===== src/rtl/ro_race_arbiter.sv =====
// ro_race_arbiter: per-channel edge counters race to saturation.
// The first enabled counter to reach MAX wins. The winner index, tie flag,
// runner-up count and margin are latched and flagged by a one-cycle done pulse.
// If no enabled counter saturates within TIMEOUT_CYCLES RUN cycles, the race
// is abandoned and reported as a timeout.
module ro_race_arbiter #(
  parameter int WIDTH          = 8,
  parameter int CHANNELS       = 4,
  parameter int TIMEOUT_CYCLES = 1024,
  parameter int IDXW           = $clog2(CHANNELS)
) (
  input  logic                clk,
  input  logic                rst_n,
  input  logic                start,
  input  logic [CHANNELS-1:0] ch_mask,
  input  logic [CHANNELS-1:0] osc_edge,
  output logic                busy,
  output logic                done,
  output logic [IDXW-1:0]     winner,
  output logic                tie,
  output logic                timeout,
  output logic [WIDTH-1:0]    runner_up,
  output logic [WIDTH-1:0]    margin
);

  localparam int               TW  = $clog2(TIMEOUT_CYCLES + 1);
  localparam logic [WIDTH-1:0] MAX = '1;

  typedef enum logic [1:0] {
    S_IDLE,
    S_RUN,
    S_DONE
  } state_t;

  state_t              r_state;
  state_t              w_state_nxt;

  logic [WIDTH-1:0]    r_cnt [CHANNELS];
  logic [TW-1:0]       r_timer;
  logic [CHANNELS-1:0] r_mask;

  logic                r_busy;
  logic                r_done;
  logic [IDXW-1:0]     r_winner;
  logic                r_tie;
  logic                r_timeout;
  logic [WIDTH-1:0]    r_runner_up;
  logic [WIDTH-1:0]    r_margin;

  logic [CHANNELS-1:0] w_sat;
  logic                w_sat_any;
  logic                w_tie;
  logic                w_timer_exp;
  logic [IDXW-1:0]     w_win;
  logic [WIDTH-1:0]    w_runner;

  assign busy      = r_busy;
  assign done      = r_done;
  assign winner    = r_winner;
  assign tie       = r_tie;
  assign timeout   = r_timeout;
  assign runner_up = r_runner_up;
  assign margin    = r_margin;

  // Detection on the registered counts: saturated channels, lowest-index
  // winner, tie flag, and the best count among the remaining enabled channels.
  always_comb begin
    w_sat    = '0;
    w_win    = '0;
    w_runner = '0;
    for (int unsigned i = 0; i < CHANNELS; i++) begin
      w_sat[i] = r_mask[i] && (r_cnt[i] == MAX);
    end
    for (int unsigned i = CHANNELS; i > 0; i--) begin
      if (w_sat[i-1]) w_win = IDXW'(i - 1);
    end
    for (int unsigned i = 0; i < CHANNELS; i++) begin
      if (r_mask[i] && (IDXW'(i) != w_win) && (r_cnt[i] > w_runner)) begin
        w_runner = r_cnt[i];
      end
    end
  end

  assign w_sat_any   = |w_sat;
  assign w_tie       = ($countones(w_sat) >= 2);
  assign w_timer_exp = (r_timer >= TW'(TIMEOUT_CYCLES));

  // State register.
  always_ff @(posedge clk) begin
    if (!rst_n) r_state <= S_IDLE;
    else        r_state <= w_state_nxt;
  end

  // Next-state logic: saturation and timeout both end the race.
  always_comb begin
    w_state_nxt = r_state;
    case (r_state)
      S_IDLE:  if (start) w_state_nxt = S_RUN;
      S_RUN:   if (w_sat_any || w_timer_exp) w_state_nxt = S_DONE;
      S_DONE:  w_state_nxt = S_IDLE;
      default: w_state_nxt = S_IDLE;
    endcase
  end

  // Datapath: counters, race timer, mask capture, and registered results.
  always_ff @(posedge clk) begin
    if (!rst_n) begin
      for (int unsigned i = 0; i < CHANNELS; i++) r_cnt[i] <= '0;
      r_timer     <= '0;
      r_mask      <= '0;
      r_busy      <= 1'b0;
      r_done      <= 1'b0;
      r_winner    <= '0;
      r_tie       <= 1'b0;
      r_timeout   <= 1'b0;
      r_runner_up <= '0;
      r_margin    <= '0;
    end else begin
      case (r_state)
        S_IDLE: begin
          if (start) begin
            for (int unsigned i = 0; i < CHANNELS; i++) r_cnt[i] <= '0;
            r_timer <= '0;
            r_mask  <= ch_mask;
            r_busy  <= 1'b1;
          end
        end
        S_RUN: begin
          // Counts freeze on the detection edge; saturation beats timeout.
          if (w_sat_any) begin
            r_done      <= 1'b1;
            r_winner    <= w_win;
            r_tie       <= w_tie;
            r_timeout   <= 1'b0;
            r_runner_up <= w_runner;
            r_margin    <= MAX - w_runner;
          end else if (w_timer_exp) begin
            r_done      <= 1'b1;
            r_winner    <= '0;
            r_tie       <= 1'b0;
            r_timeout   <= 1'b1;
            r_runner_up <= '0;
            r_margin    <= MAX;
          end else begin
            r_timer <= r_timer + TW'(1);
            for (int unsigned i = 0; i < CHANNELS; i++) begin
              if (r_mask[i] && osc_edge[i] && (r_cnt[i] != MAX)) begin
                r_cnt[i] <= r_cnt[i] + WIDTH'(1);
              end
            end
          end
        end
        S_DONE: begin
          r_done <= 1'b0;
          r_busy <= 1'b0;
        end
        default: begin
          r_done <= 1'b0;
          r_busy <= 1'b0;
        end
      endcase
    end
  end

endmodule


===== config.mk =====
export PLATFORM = sky130hd
export DESIGN_NAME = ro_race_arbiter
export DESIGN_NICKNAME = d
export VERILOG_FILES = /design/src/rtl/ro_race_arbiter.sv
export SDC_FILE = /design/constraint.sdc
export NUM_CORES = 1
export LEC_CHECK = 0
export CAP_MARGIN = 20
export CORE_MARGIN = 1.5
export CORE_UTILIZATION = 25
export CTS_BUF_LIST = sky130_fd_sc_hd__clkbuf_4 sky130_fd_sc_hd__clkbuf_8
export DETAILED_ROUTE_END_ITERATION = 7
export PLACE_DENSITY_LB_ADDON = 0.1
export SLEW_MARGIN = 25
export SYNTH_ARGS = -nofsm -noshare
export SYNTH_HDL_FRONTEND = slang
export SYNTH_SLANG_ARGS = --single-unit

===== constraint.sdc =====
create_clock -name clk -period 14.4 [get_ports clk]
set_clock_uncertainty 0.2 [all_clocks]
set_input_delay 2.88 -clock clk [delete_from_list [all_inputs] [get_ports clk]]
set_output_delay 2.88 -clock clk [all_outputs]
set_load 0.1 [all_outputs]

==> metrics <==
FFs w/ async S/R, synth 0%; average vias per placed instance 5.07; port bufs 32; f_max about 0.13 GHz; Final Setup Violations 0; outcome finished, final reports clean; clock buffer depth 2; Crit Path Class flip-flop to flip-flop; insertion delay to the later sink of the worst-skew pair 0.37 ns; Seq cells post-synth 71; Die X 135 um; ANT cells 0; Area growth syn-to-layout 16.7%; Initial Utilization about a quarter; Root Driver clkbuf_8; total track usage roughly 15%; drt first pass iters 4; worst-margin pin slew 0.986 ns; Row Count 48; min-delay worst type flip-flop to flip-flop; I/O pins 33; # hold bufs at CTS 0; Crit. End Element flip-flop; commonest non-fill, non-tap cell in the layout dfxtp_1; sequential fraction of the synthesis area a little under two fifths; post-synthesis cell count 479; via count ~3.7k; post-route ant nets 0; slew margin rel. 34.0%; Setup crit start kind flip-flop; fin crit share a little over half; EDFF count, synth 24; R2R depth 24; Die H 135 um; layout cells sized above 1 roughly 7.3%; Hold Vio Cnt, Final 0; synth warn 0; Clock Sinks 71; PwrDens ~85 mW/mm^2; postcts setup bufs 0; post_cts resized 0; Yosys top cell area share approximately 22%; vias in the first global route ~3.5k; R2R Setup Slk roughly 6.7 ns; CTS buffer count 9; mapped cell area around 0.0044 sq mm; most frequent cells in the layout 47 x dfxtp_1, 45 x nand2_1, 44 x nand3_1; initial antenna violation count 0; final WL 12800 um; Post-Syn Nets 523; largest net degree at the start of global routing 28; leak pwr around 1.8 nW; Core Box Area around 0.017 sq mm; minimum clock period 7.75 ns; WP data required approximately 15 ns; CTS tree yes; TNS Setup 0 ns; RSZ-0062 raised after global routing no; Clk pin slew, worst setup/hold paths around 0.090 ns; WL/cell ~17 um; total grt overflow 0; area leader, netlist dfxtp_1; Final Cell Area 0.00508 sq mm; Peak VDD IR approximately 0.037 mV; first-pass GRT wire length between 20000 and 25000 um; DPL Wire Length 9360 um; DR iter-0 viols 199; DRC violations left 0; Area after DPL between 0.004 and 0.005 sq mm; crit path DAT approximately 8 ns; CTS H-Tree Depth 3; Netlist cell types 57; Main synth FF type dfxtp_1; Hold Path Depth 2; die area ~0.018 sq mm; top post-synthesis cells by area dfxtp_1 22%, edfxtp_1 17%, ha_1 9.2%; max-cap violations 0; RePlAce Congestion approximately 0.75; nets around 550; max-slew violations 0; worst-path maximum fanout 20; Syn Area/Cell roughly 9 sq um
==> kinds of logic after synthesis <==
group | after synthesis | share of synthesized area (%)
buffers and inverters | 34 | 3.45
and+or+nand+nor | 196 | 23.3
muxes | 1 | 0.230
adders and majority gates | 33 | 9.65
xor gates and xnor gates | 28 | 5.63
AOI/OAI and AO/OA | 116 | 19.6
DFF | 71 | 38.1
==> layer usage <==
layer | up-vias | share of wire [%] | global-route usage (%) | routed length [um]
met5 | - | 0 | 0 | 0
met4 | 0 | 2.5 | 6.87 | 315
met3 | 18 | 3.4 | 2.18 | 433
met2 | 77 | 44 | 21.6 | 5620
met1 | 1782 | 50 | 20.6 | 6420
li1 | 1844 | - | - | -
==> cells in the mapped netlist, drive strengths merged (2+ instances only) <==
cell / n
xnor2: 15
or2: 6
nor4: 4
o31ai: 10
nand3: 45
o211ai: 20
nor3b: 2
o21ai: 12
a41o: 6
a31o: 2
nor3: 3
xor2: 13
clkbuf: 9
o221ai: 8
a31oi: 8
o211a: 2
nand4: 12
and2: 3
nand2b: 3
nand2: 45
nor2b: 4
dfxtp: 47
nor2: 43
and4: 3
a21o: 2
or3: 2
nor4b: 3
a41oi: 4
ha: 32
and3: 17
edfxtp: 24
a21oi: 24
o21a: 13
buf: 10
inv: 15
==> worst max-delay path: stages (launching register included) <==
cell and delay, ns:
edfxtp_1 0.51, ha_1 0.32, and3_1 0.22, nand4_4 0.19, and3_1 0.36, nand3_1 0.21, ha_1 0.38, nand4_1 0.15
a21oi_1 0.55, o21a_4 0.32, o21a_1 0.16, ha_1 0.24, nor2b_1 0.13, o211ai_1 0.16, a21oi_1 0.13, o31ai_4 0.64
o211ai_1 0.27, o21ai_0 0.22, ha_1 0.30, nor2b_1 0.13, o211ai_1 0.15, a21oi_1 0.11, o21ai_2 0.67, and2_0 0.71
a41o_1 0.27
==> layout make-up <==
class                      instances  area, sq um
clock inverter                     4         26.3
timing repair buffer              33          323
sequential                        71         1660
inverter                          15         56.3
clock buffer                      12          159
multi-input combinational        374         2580
tap                              225          282
fill                            1827        12100
==> registers in the layout, summed over array words and instances, names as in the netlist <==
| signal | flops |
|---|---|
| busy | 1 |
| r_timer | 11 |
| winner | 2 |
| runner_up | 8 |
| r_state | 2 |
| margin | 8 |
| done | 1 |
| timeout | 1 |
| r_mask | 4 |
| tie | 1 |
| r_cnt | 32 |
==> metrics by stage <==
step           total power [mW]  worst slack [ns]  hold slack [ns]  instances  util (%)
4_1_cts                   0.438              6.69            0.265        734      29.6
2_1_floorplan             0.259              8.18            0.254        479         -
6_report                  0.432              6.65            0.259        734      29.6
5_1_grt                   0.453              6.13            0.289        734      29.6
3_5_place_dp              0.277              6.71            0.249        718      28.5
3_3_place_gp              0.277              6.38            0.253        718      28.5
==> path summary, 6_finish.rpt <==
check / startpoint / to
setup / recovery: r_cnt[0][0]$_SDFFCE_PN0P_ / runner_up[7]$_SDFFE_PN0P_
hold / removal: winner[0]$_SDFFE_PN0P_ / winner[0]$_SDFFE_PN0P_
setup reg to reg: r_cnt[0][0]$_SDFFCE_PN0P_ / runner_up[7]$_SDFFE_PN0P_
hold reg to reg: winner[0]$_SDFFE_PN0P_ / winner[0]$_SDFFE_PN0P_
==> power breakdown <==
group	internal (mW)	switching, mW	leakage [nW]
Combinational	0.0169	0.0313	1.08
Clock	0.0746	0.0858	0.101
Sequential	0.213	0.0105	0.641
(Power assumes the default switching activity.)
